## config.mk

```make
export PLATFORM = sky130hd
export DESIGN_NAME = vga_console_cursor_ctrl
export DESIGN_NICKNAME = d
export VERILOG_FILES = /design/src/rtl/vga_console_pkg.sv /design/src/rtl/vga_console_cursor_ctrl.sv
export SDC_FILE = /design/constraint.sdc
export NUM_CORES = 1
export LEC_CHECK = 0
export CAP_MARGIN = 20
export CORE_ASPECT_RATIO = 0.9
export CORE_MARGIN = 1.5
export CORE_UTILIZATION = 57
export CTS_CLUSTER_DIAMETER = 200
export DETAILED_ROUTE_END_ITERATION = 16
export DONT_BUFFER_PORTS = 1
export GPL_TIMING_DRIVEN = 0
export PLACE_DENSITY = 0.81
export RECOVER_POWER = 25
export SLEW_MARGIN = 20
export SYNTH_ARGS = -nofsm -noshare
export SYNTH_HDL_FRONTEND = slang
export SYNTH_SLANG_ARGS = --single-unit
```

## constraint.sdc

```tcl
create_clock -name clk -period 1.7 [get_ports clk]
set_input_delay 0.34 -clock clk [delete_from_list [all_inputs] [get_ports clk]]
set_output_delay 0.34 -clock clk [all_outputs]
set_load 0.005 [all_outputs]
```

## src/rtl/vga_console_pkg.sv

```systemverilog
// vga_console_pkg: shared text-console constants and controller state encoding.
package vga_console_pkg;
  localparam int NUM_ROWS = 3;
  localparam int NUM_COLS = 10;
  localparam int NUM_CHARS = NUM_ROWS * NUM_COLS;
  localparam logic [6:0] CH_SPACE = 7'h20;
  localparam logic [6:0] CH_LF = 7'h0A;
  localparam logic [6:0] CH_CR = 7'h0D;
  localparam logic [6:0] CH_BS = 7'h08;
  localparam logic [6:0] CH_DEL = 7'h7F;
  localparam logic [1:0] DEFAULT_COLOR = 2'b00;
  typedef enum logic [2:0] {CLEAR, IDLE, PUT, SCROLL_COPY, SCROLL_FILL} state_t;
endpackage

```

## src/rtl/vga_console_cursor_ctrl.sv

```systemverilog
// vga_console_cursor_ctrl: terminal write sequencer (chars, CR/LF/BS, scroll, clear) driving the text buffer write port.
module vga_console_cursor_ctrl #(
  parameter int NUM_ROWS = vga_console_pkg::NUM_ROWS,
  parameter int NUM_COLS = vga_console_pkg::NUM_COLS,
  parameter int ADDR_W = 5
) (
  input  logic              clk,
  input  logic              rst_n,
  input  logic              ch_valid,
  input  logic [6:0]        ch_data,
  input  logic [1:0]        ch_color,
  output logic              ch_ready,
  input  logic              clear_req,
  output logic              buf_we,
  output logic [ADDR_W-1:0] buf_waddr,
  output logic [8:0]        buf_wdata,
  output logic [ADDR_W-1:0] buf_raddr,
  input  logic [8:0]        buf_rdata,
  output logic [1:0]        cursor_row,
  output logic [3:0]        cursor_col,
  output logic              busy
);
  import vga_console_pkg::*;
  localparam int N_CELLS = NUM_ROWS * NUM_COLS;
  localparam int N_COPY = (NUM_ROWS - 1) * NUM_COLS;
  state_t state, state_n;
  logic [ADDR_W-1:0] cnt, cnt_n, cur_addr;
  logic [1:0] row, row_n, lat_color, lat_color_n;
  logic [3:0] col, col_n;
  logic [6:0] lat_ch, lat_ch_n;
  logic cp, cp_n, printable, last_col, last_row;
  assign cur_addr = ADDR_W'(row) * ADDR_W'(NUM_COLS) + ADDR_W'(col);
  assign printable = (lat_ch >= CH_SPACE) && (lat_ch != CH_DEL);
  assign last_col = col == 4'(NUM_COLS - 1);
  assign last_row = row == 2'(NUM_ROWS - 1);
  always_ff @(posedge clk)
    if (!rst_n) begin
      state <= CLEAR;
      cnt <= '0;
      row <= '0;
      col <= '0;
      cp <= 1'b0;
      lat_ch <= '0;
      lat_color <= '0;
    end else begin
      state <= state_n;
      cnt <= cnt_n;
      row <= row_n;
      col <= col_n;
      cp <= cp_n;
      lat_ch <= lat_ch_n;
      lat_color <= lat_color_n;
    end
  always_comb begin
    state_n = state;
    cnt_n = cnt;
    row_n = row;
    col_n = col;
    cp_n = cp | clear_req;
    lat_ch_n = lat_ch;
    lat_color_n = lat_color;
    case (state)
      CLEAR: begin
        cnt_n = cnt + 1'b1;
        if (cnt == ADDR_W'(N_CELLS - 1)) begin
          cnt_n = '0;
          row_n = '0;
          col_n = '0;
          state_n = IDLE;
        end
      end
      IDLE:
        // A request arriving this very cycle also beats a pending character.
        if (cp || clear_req) begin
          cp_n = 1'b0;
          state_n = CLEAR;
        end else if (ch_valid) begin
          lat_ch_n = ch_data;
          lat_color_n = ch_color;
          state_n = PUT;
        end
      PUT: begin
        state_n = IDLE;
        if (printable && !last_col) col_n = col + 1'b1;
        else if (printable || lat_ch == CH_LF) begin
          col_n = '0;
          if (last_row) state_n = SCROLL_COPY;
          else row_n = row + 1'b1;
        end else if (lat_ch == CH_CR) col_n = '0;
        else if (lat_ch == CH_BS && col != '0) col_n = col - 1'b1;
      end
      SCROLL_COPY: begin
        // Counter keeps running into the fill phase so it addresses the last row directly.
        cnt_n = cnt + 1'b1;
        if (cnt == ADDR_W'(N_COPY - 1)) state_n = SCROLL_FILL;
      end
      SCROLL_FILL: begin
        cnt_n = cnt + 1'b1;
        if (cnt == ADDR_W'(N_CELLS - 1)) begin
          cnt_n = '0;
          row_n = 2'(NUM_ROWS - 1);
          col_n = '0;
          state_n = IDLE;
        end
      end
      default: state_n = CLEAR;
    endcase
  end
  assign buf_we = rst_n && (state == CLEAR || state == SCROLL_COPY || state == SCROLL_FILL || (state == PUT && printable));
  assign buf_waddr = state == PUT ? cur_addr : cnt;
  assign buf_wdata = state == SCROLL_COPY ? buf_rdata : state == PUT ? {lat_color, lat_ch} : {DEFAULT_COLOR, CH_SPACE};
  assign buf_raddr = cnt + ADDR_W'(NUM_COLS);
  assign ch_ready = rst_n && state == IDLE && !cp;
  assign busy = !rst_n || state != IDLE;
  assign cursor_row = row;
  assign cursor_col = col;
endmodule

```

== Word-level counts from Yosys, hierarchy flattened ==
Cells that the tools add are included.
Cells by class
  add/subtract/negate cells: 6
  $mul: 1
  order comparisons: 1
  equality and inequality tests: 22
  multiplexer cells: 27
  bitwise operators: 2
  reduce and logical (&&, ||, !) cells: 26
Operator list (number)
  == test 7 x 4 -> 1 bit, second input constant: 3
  two-way mux 4 bit: 5
  two-way mux 9 bit: 2
  two-way mux 2 bit: 8
  two-way mux 3 bit: 4
  != test 2 bit, second input constant: 6
  one-hot mux 3 bit (4 select lines): 1
  == test 5 bit, second input constant: 2
  two-way mux 5 bit: 2
  one-hot mux 5 bit (2 select lines): 1
  AND reduction 3 bit: 3
  one-hot mux 4 bit (2 select lines): 1
  >= comparator 7 x 6 -> 1 bit, second input constant: 1
  logical AND 1 bit: 7
  != test 7 bit, second input constant: 1
  == test 3 x 2 -> 1 bit, second input constant: 2
  logical OR 1 bit: 6
  one-hot mux 2 bit (3 select lines): 1
  AND reduction 6 bit: 1
  adder 5 x 1 -> 5 bit, second input constant: 1
  adder 5 x 4 -> 5 bit: 1
  adder 5 x 4 -> 5 bit, second input constant: 1
  != test 5 bit, second input constant: 1
  adder 4 x 1 -> 4 bit, second input constant: 1
  other kinds (19): 23
Word-level totals
  bits in registers: 24
  input bits: 22

== Depth between registers and ports, before layout ==
Gate-level depths: netlist of the first run.
  depth in word-level cells: 7
  mapped depth: 8

== Worst setup path after synthesis of the first run ==
OpenSTA, ideal clock, no wires.
  kind: flip-flop to flip-flop
  from: reg col[0] (netlist: cursor_col[0])
  to: reg col[1] (netlist: cursor_col[1])
  data arrival time: 1.708 ns
  required time: 1.630 ns
  slack: -0.078 ns
  stages on the path, launching flop included: 8
  buffers on the path: 0
  period minus slack after synthesis: 1.778 ns
  path through: dfxtp_1 > inv_1 > ha_1 > nor3b_1 > o41ai_4 > o21ai_2 > or3_1 > a21boi_1
On the way
  word-level cells in the longest chain between the ends: 6
  elaborated cells between the ends (all ways): 14
  those cells by class: add/sub: 2; eq/ne: 2; mux: 5; reduce/logical: 5
Ends and longest elaborated chain
  from (decl): RTL line vga_console_cursor_ctrl.sv:29  | logic [3:0] col, col_n;
  from (signal assigned): RTL line vga_console_cursor_ctrl.sv:49  | col <= col_n;
  subtractor 4 x 1 -> 4 bit: RTL line vga_console_cursor_ctrl.sv:90  | else if (lat_ch == CH_BS && col != '0) col_n = col - 1'b1;
  two-way mux 4 bit: RTL line vga_console_cursor_ctrl.sv:90
  two-way mux 4 bit: RTL line vga_console_cursor_ctrl.sv:89  | end else if (lat_ch == CH_CR) col_n = '0;
  two-way mux 4 bit: RTL line vga_console_cursor_ctrl.sv:85  | else if (printable || lat_ch == CH_LF) begin
  two-way mux 4 bit: RTL line vga_console_cursor_ctrl.sv:84  | if (printable && !last_col) col_n = col + 1'b1;
  one-hot mux 4 bit (2 select lines): RTL line vga_console_cursor_ctrl.sv:62  | case (state)
Several ways; a longest one is shown, not always the timed one. The select of a mux whose other input is x is not followed.
A chain may end at the register's enable or synchronous reset.

== Worst setup path after layout of the first run ==
  from: reg col[1] (netlist: cursor_col[1])
  to: out buf_waddr[3]
On the way
  word-level cells in the longest chain between the ends: 2
Ends and longest elaborated chain
  adder 5 x 4 -> 5 bit: RTL line vga_console_cursor_ctrl.sv:32  | assign cur_addr = ADDR_W'(row) * ADDR_W'(NUM_COLS) + ADDR_W'(col);
  two-way mux 5 bit: RTL line vga_console_cursor_ctrl.sv:110  | assign buf_waddr = state == PUT ? cur_addr : cnt;
  to (decl): RTL line vga_console_cursor_ctrl.sv:15  | output logic [ADDR_W-1:0] buf_waddr,
Every way passes these cells.

==> results of run 1 <==
-- power by group through the flow --
| stage | registers, mW | logic, mW | clock network [mW] |
|---|---|---|---|
| 6_report | 0.566 | 0.0542 | 0.309 |
| 5_1_grt | 0.568 | 0.0595 | 0.343 |
| 3_3_place_gp | 0.592 | 0.0470 | 0 |
| 3_5_place_dp | 0.593 | 0.0487 | 0 |
| 2_1_floorplan | 0.590 | 0.0395 | 0 |
| 4_1_cts | 0.569 | 0.0499 | 0.309 |
-- worst min path at each step --
stage | start | to | slack (ps) | depth (start not counted)
floorplan | cursor_col[1] | cursor_col[1] | 470 | 2
global placement | cursor_col[1] | cursor_col[1] | 490 | 2
detailed placement | rst_n | state[1] | 510 | 1
CTS | rst_n | state[1] | 150 | 1
global route | rst_n | state[1] | 140 | 1
finish | rst_n | state[1] | 150 | 1
-- layout by cell type, fill, tap and decap left out, types with 2 or more instances in the layout --
cell	netlist	routed
sky130_fd_sc_hd__buf_4	1	15
sky130_fd_sc_hd__nand3b_1	2	2
sky130_fd_sc_hd__nor2_1	20	10
sky130_fd_sc_hd__mux2i_2	0	4
sky130_fd_sc_hd__nand2_1	17	13
sky130_fd_sc_hd__o21ai_1	1	4
sky130_fd_sc_hd__mux2i_4	0	3
sky130_fd_sc_hd__mux2i_1	23	16
sky130_fd_sc_hd__buf_8	0	3
sky130_fd_sc_hd__nor2b_1	12	11
sky130_fd_sc_hd__nor3_1	3	2
sky130_fd_sc_hd__inv_2	0	3
sky130_fd_sc_hd__buf_6	0	3
sky130_fd_sc_hd__clkbuf_4	0	3
sky130_fd_sc_hd__nor3b_1	5	3
sky130_fd_sc_hd__xnor2_1	5	5
sky130_fd_sc_hd__dfxtp_4	0	10
sky130_fd_sc_hd__dfxtp_2	0	6
sky130_fd_sc_hd__o21ai_2	1	4
sky130_fd_sc_hd__inv_1	8	5
sky130_fd_sc_hd__ha_1	10	7
sky130_fd_sc_hd__o22ai_1	2	2
sky130_fd_sc_hd__nor2_4	0	10
sky130_fd_sc_hd__nor4_2	0	2
sky130_fd_sc_hd__o21ai_0	9	3
sky130_fd_sc_hd__ha_4	0	3
sky130_fd_sc_hd__clkbuf_1	7	2
sky130_fd_sc_hd__xor2_1	4	4
sky130_fd_sc_hd__nand4_1	3	3
sky130_fd_sc_hd__nand2b_1	2	2
sky130_fd_sc_hd__dfxtp_1	24	8
sky130_fd_sc_hd__or2_2	2	2
sky130_fd_sc_hd__nand3_1	7	7
sky130_fd_sc_hd__o21a_1	4	4
sky130_fd_sc_hd__nand2_2	0	4
-- area by class of cell --
class                      instances  area, um^2
clock buffer                       4       36.28
fill                             164       533.0
tap                               40       50.05
inverter                           8       30.03
multi-input combinational        159        1414
timing repair buffer              18       153.9
sequential                        24       525.5
buffer                             6       50.05
-- critical path: stages (launching register included) --
cell and delay (ps):
sky130_fd_sc_hd__dfxtp_4 430, sky130_fd_sc_hd__ha_4 150, sky130_fd_sc_hd__inv_2 30, sky130_fd_sc_hd__fa_2 320, sky130_fd_sc_hd__xor2_1 170, sky130_fd_sc_hd__o21ai_1 160
-- cell usage after synthesis (2+ instances only) --
library cell               instances  area share (%)
sky130_fd_sc_hd__a21oi_1           2            0.59
sky130_fd_sc_hd__clkbuf_1          7             1.6
sky130_fd_sc_hd__dfxtp_1          24              28
sky130_fd_sc_hd__ha_1             10             7.4
sky130_fd_sc_hd__inv_1             8             1.8
sky130_fd_sc_hd__mux2i_1          23              14
sky130_fd_sc_hd__nand2_1          17             3.8
sky130_fd_sc_hd__nand2b_1          2            0.74
sky130_fd_sc_hd__nand3_1           7             2.1
sky130_fd_sc_hd__nand3b_1          2            0.89
sky130_fd_sc_hd__nand4_1           3             1.1
sky130_fd_sc_hd__nor2_1           20             4.4
sky130_fd_sc_hd__nor2b_1          12             4.4
sky130_fd_sc_hd__nor3_1            3            0.89
sky130_fd_sc_hd__nor3b_1           5             2.2
sky130_fd_sc_hd__nor4_1            2            0.74
sky130_fd_sc_hd__o21a_1            4             1.8
sky130_fd_sc_hd__o21ai_0           9             2.7
sky130_fd_sc_hd__o221ai_1          2             1.0
sky130_fd_sc_hd__o22ai_1           2            0.74
sky130_fd_sc_hd__or2_2             2            0.74
sky130_fd_sc_hd__or2b_1            2            0.89
sky130_fd_sc_hd__xnor2_1           5             2.6
sky130_fd_sc_hd__xor2_1            4             2.1
-- registers in the layout (all words and copies together) (netlist names) --
register / flops
lat_ch: 7
cnt: 5
cursor_col: 4
state: 3
cursor_row: 2
lat_color: 2
cp: 1
-- through the flow --
step	TNS (ps)	instance area, um^2	setup WS [ps]
3_3_place_gp	-461.4	1744	-106.0
5_1_grt	-2426	2260	-298.4
4_1_cts	-903.2	1967	-225.9
2_1_floorplan	0	1694	11.08
6_report	-1287	2260	-220.5
3_5_place_dp	-1411	1744	-177.3
-- timing repair --
action	CTS	global route
setup endpoints to repair	26	28
pin swaps	12	21
hold buffers	0	0
setup buffers	7	11
gates resized for setup	46	59
-- cells by family (layout without fill, tap and decap cells) --
group                      after synthesis  in the layout  share of synthesized area, %
and+or+nand+nor                         84             84                         26.55
buffers and inverters                   17             36                         4.068
DFF                                     24             24                         28.40
adders and majority gates               11             11                         8.580
xor gates and xnor gates                 9              9                         4.659
muxes                                   23             23                         13.61
AOI/OAI and AO/OA                       32             32                         14.13
-- metal layers --
layer	vias up	GRT usage (%)	part of all wire [%]
met3	16	5.201	6.9
li1	742	-	-
met5	-	0	0
met1	782	29.91	39
met4	0	11.59	3.6
met2	90	48.37	51
==> impl_metrics.yaml, run 1 <==
layout:
  drive_above_1_share_pct: 42.47
  final_cell_count_no_fill: 259
  nNetsFinal: 253
  number_of_diodes_added_for_antenna_fixing: 0
  layout.core_utilization_pct: 80.91
  area_grow_syn2layout_pct: 33.58
detailed_routing:
  avgRoutedWirePerCell_um: 19.56
  drt_first_pass_iters: 5
  route.final.wire_length_mm: 5.065
  detail-route-antenna-nets: 0
  remaining_drc_errors: 0
  drt_first_iter_violations: 162
  detailroute.via_count: 1630
  routed_via_density: 6.293
clocking:
  worst_skew_pair.late_latency_ps: 330
  cts.path.max_buffers: 2
  clock_sinks: 24
  cts.reportedPaths.clkPinSlew_ps: 140
  cts.htree.levels: 1
  tritoncts: "done"
  cts-root-buf: "sky130_fd_sc_hd__clkbuf_4"
  cts_buffers: 3
synthesis:
  synthesized_instance_count: 200
  yosys_register_bits: 24
  mapped_avg_cell_area_um2: 8.458
  synth.cell_area_um2: 1692
  synthesis.nets: 233
  ys_types: 47
  synth-warning-count: 0
  ys.flop_type: "sky130_fd_sc_hd__dfxtp_1"
  synth_edf_count: 0
  synth-async-reset-ratio_pct: 0
  synth-seq-area-share_pct: 28.40
placement:
  dp_hpwl_mm: 2.886
  io_buffers: 0
  placed_instances: 240
  place.gp.congestion: 0.8402
run_status:
  outcome: "finished, violations left"
  violations: "negative setup slack"
power:
  power.sequential.fraction_pct: 61.0
  design_power_total_mw: 0.9293
  power.density_cell_area_nw_per_um2: 411.2
  cell_leakage_power_nw: 0.8033
  worst_ir_drop_vdd_mv: 0.3772
  share_comb_of_total_power_pct: 5.8
  internal_power_mw: 0.7100
  p_sw_share_pct: 23.60
  net-switching-power_mw: 0.2193
  clock_power_share_pct: 33.2
sta:
  rsz0062_at_grt: "true"
  final_setup_violation_count: 11
  final.hold.worst_slack_ps: 148.3
  max_slew.worst_pin.slew_ps: 484.8
  maxSlewHeadroom_pct: 67.68
  timing.clock.skew_ps: 9.049
  timing_max_transition_violations_final: 0
  post-route-min-period_ps: 1920
  post-route-worst-setup-slack_ps: -220.5
  timing_hold_violations_final: 0
  fmax_mhz: 520.7
  final_min_period_over_clock_period_pct: 113.0
floorplan:
  die_w_um: 60.43
  top_level_ports: 50
  core.rowCount: 18
  die-area_um2: 3304
  start_util_pct: 60.57
  fp.coreArea_um2: 2793
  die_y_um: 54.68
grt:
  overflow: 0
  grt_max_degree: 14
  first_pass_grt_wire_length_mm: 6.375
  grt_pass1_vias: 1424
  track_usage_pct: 26.43
  antenna_found_initial: 0
worst_setup_path:
  startpoint_kind_of_the_worst_setup_timing_path: "flop"
  worst-endpoint-required_ps: 1360
  timing.reg2reg.worst_path_depth: 8
  critPathArrivalTime_ps: 1580
  crit_path_end: "buf_waddr[3]"
  setup.worst_path.end_class: "primary output"
  path_class: "reg2out"
  critical_path.startpoint: "cursor_col[1]"
  crit_fanout: 6
  r2r_setup_slack_ps: -210
  reg2reg_to: "cursor_col[1]"
  crit-reg2reg-launch: "cursor_col[1]"
flow_run:
  maxCapViolCount: 0
min_path:
  hold_path.class: "in2reg"
Note: power is estimated with default switching activity, not from simulation.
==> run 2, diff against run 1 <==
--- a/config.mk
+++ b/config.mk
@@ -5,15 +5,16 @@
 export SDC_FILE = /design/constraint.sdc
 export NUM_CORES = 1
 export LEC_CHECK = 0
+export ABC_AREA = 1
+export BUFFER_PORTS_ARGS = -buffer_cell sky130_fd_sc_hd__buf_2
 export CAP_MARGIN = 20
 export CORE_ASPECT_RATIO = 0.9
 export CORE_MARGIN = 1.5
-export CORE_UTILIZATION = 57
+export CORE_UTILIZATION = 47
 export CTS_CLUSTER_DIAMETER = 200
 export DETAILED_ROUTE_END_ITERATION = 16
-export DONT_BUFFER_PORTS = 1
 export GPL_TIMING_DRIVEN = 0
-export PLACE_DENSITY = 0.81
+export PLACE_DENSITY = 0.82
 export RECOVER_POWER = 25
 export SLEW_MARGIN = 20
 export SYNTH_ARGS = -nofsm -noshare
==> run 2 against run 1 <==
Net effect:
- the run still ends with negative setup slack left
- flip-flop and latch count unchanged
- area after synthesis increased by 4.0%
- hold slack improved by 130 ps
- synthesized cell count increased by 23%
- wire length decreased by 4.1%
- first-iteration DRC count decreased by 41%
- register-to-register slack improved by 310 ps
- via count increased by 15%
- clock-buffer cell count decreased by 1
- cell count increased by 41%
- combinational power increased to 11 times the previous value
- critical endpoint unchanged
- largest cell class unchanged
- highest routed layer unchanged
==> impl_metrics.yaml, run 2 <==
run_status:
  outcome: "finished, violations left"
  violations: "negative setup slack"
sta:
  tns_ps: -708.6
  timing_max_transition_violations_final: 0
  timing.clock.skew_ps: 2.369
  fmax_mhz: 525.2
  max_slew.worst_pin.slew_ps: 434.5
  post-route-worst-setup-slack_ps: -204.1
  rsz0062_at_grt: "true"
  post-route-min-period_ps: 1904
  final_setup_violation_count: 9
  maxSlewHeadroom_pct: 71.03
  timing_hold_violations_final: 0
  final_min_period_over_clock_period_pct: 112.0
layout:
  most-common-layout-cells: "sky130_fd_sc_hd__buf_2 (49), sky130_fd_sc_hd__nand2_1 (38), sky130_fd_sc_hd__nor2_1 (22), sky130_fd_sc_hd__buf_4 (20), sky130_fd_sc_hd__inv_1 (17)"
  drive_above_1_share_pct: 46.88
  largest_reg_flops: 7
  layout.cell_area.non_filler_um2: 2414
  filler_cell_count: 298
  area_grow_syn2layout_pct: 37.20
  nNetsFinal: 354
  number_of_diodes_added_for_antenna_fixing: 0
  layout_commonest_cell: "sky130_fd_sc_hd__buf_2"
  regMostFlops: "lat_ch"
synthesis:
  synthesized_instance_count: 246
  leading_cell_types_by_total_area_after_synthesis: "sky130_fd_sc_hd__dfxtp_1 (27%), sky130_fd_sc_hd__nand2_1 (9.2%), sky130_fd_sc_hd__ha_1 (7.1%)"
  synth_edf_count: 0
  synth.cell_area_um2: 1759
  synth-seq-area-share_pct: 27.31
  synth-warning-count: 0
  yosys_register_bits: 24
  yosys.area.top_type_share_pct: 27.31
  synth.cells.most_frequent: "sky130_fd_sc_hd__nand2_1 (43), sky130_fd_sc_hd__dfxtp_1 (24), sky130_fd_sc_hd__inv_1 (23), sky130_fd_sc_hd__nor2_1 (23), sky130_fd_sc_hd__o21ai_0 (20)"
  post-synth-top-area-cell: "sky130_fd_sc_hd__dfxtp_1"
  synthesis.nets: 279
  ys.flop_type: "sky130_fd_sc_hd__dfxtp_1"
  ys_types: 36
  synth-async-reset-ratio_pct: 0
  mapped_avg_cell_area_um2: 7.151
  post-synth-top-count-cell: "sky130_fd_sc_hd__nand2_1"
clocking:
  cts.path.max_buffers: 2
  cts-hold-fix-buffers: 0
  cts.htree.levels: 1
  clock_sinks: 24
  cts-root-buf: "sky130_fd_sc_hd__clkbuf_8"
  cts.reportedPaths.clkPinSlew_ps: 90
  worst_skew_pair.late_latency_ps: 280
  cts_buffers: 3
  tritoncts: "done"
worst_setup_path:
  startpoint_kind_of_the_worst_setup_timing_path: "flop"
  worst-endpoint-required_ps: 1360
  crit_fanout: 3
  critPathArrivalTime_ps: 1560
  critical_path.startpoint: "cursor_row[0]"
  path_class: "reg2out"
  crit-reg2reg-launch: "cursor_col[0]"
  setup.worst_path.end_class: "primary output"
placement:
  dp_hpwl_mm: 3.228
  io_buffers: 49
  placed_cell_area_um2: 2059
  place.gp.congestion: 0.8649
detailed_routing:
  detail-route-antenna-nets: 0
  route.final.wire_length_mm: 4.855
  routed_via_density: 5.170
  avgRoutedWirePerCell_um: 13.34
  drt_first_pass_iters: 4
  drt_first_iter_violations: 96
  detailroute.via_count: 1882
  remaining_drc_errors: 0
floorplan:
  die_y_um: 61.04
  start_util_pct: 50.58
  die_w_um: 67.49
  core.rowCount: 20
  top_level_ports: 50
  fp.coreArea_um2: 3478
  die-area_um2: 4120
grt:
  grt_pass1_vias: 1673
  first_pass_grt_wire_length_mm: 7.286
  grt_max_degree: 15
  track_usage_pct: 23.51
  overflow: 0
  antenna_found_initial: 0
power:
  cell_leakage_power_nw: 1.095
  power.density_cell_area_nw_per_um2: 751.1
  design_power_total_mw: 1.813
  worst_ir_drop_vdd_mv: 0.4332
min_path:
  hold_path.class: "in2reg"
  hold_path_startpoint: "ch_data[3]"
flow_run:
  maxCapViolCount: 0
[run 2: cell types whose count changed after synthesis, moves of 4 or more]
cell | before | now
sky130_fd_sc_hd__nand2_2 | 0 | 7
sky130_fd_sc_hd__nor2_4 | 0 | 4
sky130_fd_sc_hd__nor3b_1 | 5 | 0
sky130_fd_sc_hd__mux2i_1 | 23 | 0
sky130_fd_sc_hd__nand3_1 | 7 | 11
sky130_fd_sc_hd__nor2_2 | 1 | 6
sky130_fd_sc_hd__clkbuf_1 | 7 | 2
sky130_fd_sc_hd__inv_1 | 8 | 23
sky130_fd_sc_hd__nor2b_1 | 12 | 0
sky130_fd_sc_hd__o21ai_0 | 9 | 20
sky130_fd_sc_hd__inv_2 | 0 | 11
sky130_fd_sc_hd__nand2_1 | 17 | 43
sky130_fd_sc_hd__a21oi_1 | 2 | 17
[run 2: final timing paths]
check	endpoint	slack, ps	cells past startpoint
worst max-delay path	buf_waddr[3]	-200	6
worst min-delay path	lat_ch[3]	280	3
worst max register to register	cursor_col[1]	100	9
worst min register to register	lat_ch[4]	500	2
[run 2: stage by stage]
step                setup WS (ps)  instances  util (%)  hold WS, ps
floorplan                   36.04        246         -        458.9
global placement           -106.6        339     59.21        487.5
detailed placement         -187.1        339     59.21        500.9
CTS                        -207.5        353     65.29        280.1
global route               -268.9        364     69.39        300.8
finish                     -204.1        364     69.39        278.2
[run 2: where the power goes]
| group | internal [mW] | leakage (nW) | total [mW] | switching, mW |
|---|---|---|---|---|
| clock network | 0.316 | 0.0357 | 0.518 | 0.202 |
| registers | 0.614 | 0.202 | 0.680 | 0.0662 |
| logic | 0.274 | 0.858 | 0.615 | 0.340 |
| total | 1.20 | 1.10 | 1.81 | 0.609 |
[run 2: critical path, cell delays in order (launching register included)]
cell	delay (ps)
sky130_fd_sc_hd__dfxtp_4	380
sky130_fd_sc_hd__ha_4	140
sky130_fd_sc_hd__inv_2	40
sky130_fd_sc_hd__fa_2	330
sky130_fd_sc_hd__xor2_1	170
sky130_fd_sc_hd__o21ai_1	110
sky130_fd_sc_hd__buf_2	120
[run 2: per-layer routing]
layer	vias to the layer above	routed length [um]	global-route usage, %
met5	-	0	0
met4	0	87	4.373
met3	12	253	6.033
met2	67	2389	42.30
met1	852	2125	28.73
li1	951	-	-
[run 2: area by class of cell]
type | instances | area (um^2) | area share [%]
Inverter | 35 | 143.9 | 5.962
Timing Repair inverter | 1 | 5.005 | 0.2074
Timing Repair Buffer | 69 | 399.1 | 16.54
Clock inverter | 1 | 30.03 | 1.244
Multi-Input combinational cell | 180 | 1170 | 48.47
Clock buffer | 3 | 41.29 | 1.711
Tap cell | 44 | 55.05 | 2.281
Sequential cell | 24 | 505.5 | 20.94
Buffer | 7 | 63.81 | 2.644
[run 2: logic make-up (layout without fill, tap and decap cells)]
logic type,count (synthesis),after routing,share of synthesized area [%]
DFF,24,24,27.31
AOI/OAI and AO/OA,53,53,18.42
adders and majority gates,11,11,8.250
xor gates and xnor gates,8,8,3.983
and+or+nand+nor,108,108,31.79
buffers and inverters,42,116,10.24
[run 2: timing repair]
item                       in CTS  in global routing
buffers inserted                9                 10
cloned                          1                  1
pin swaps                       5                  6
setup endpoints to repair      15                 21
gates resized for setup        30                 32
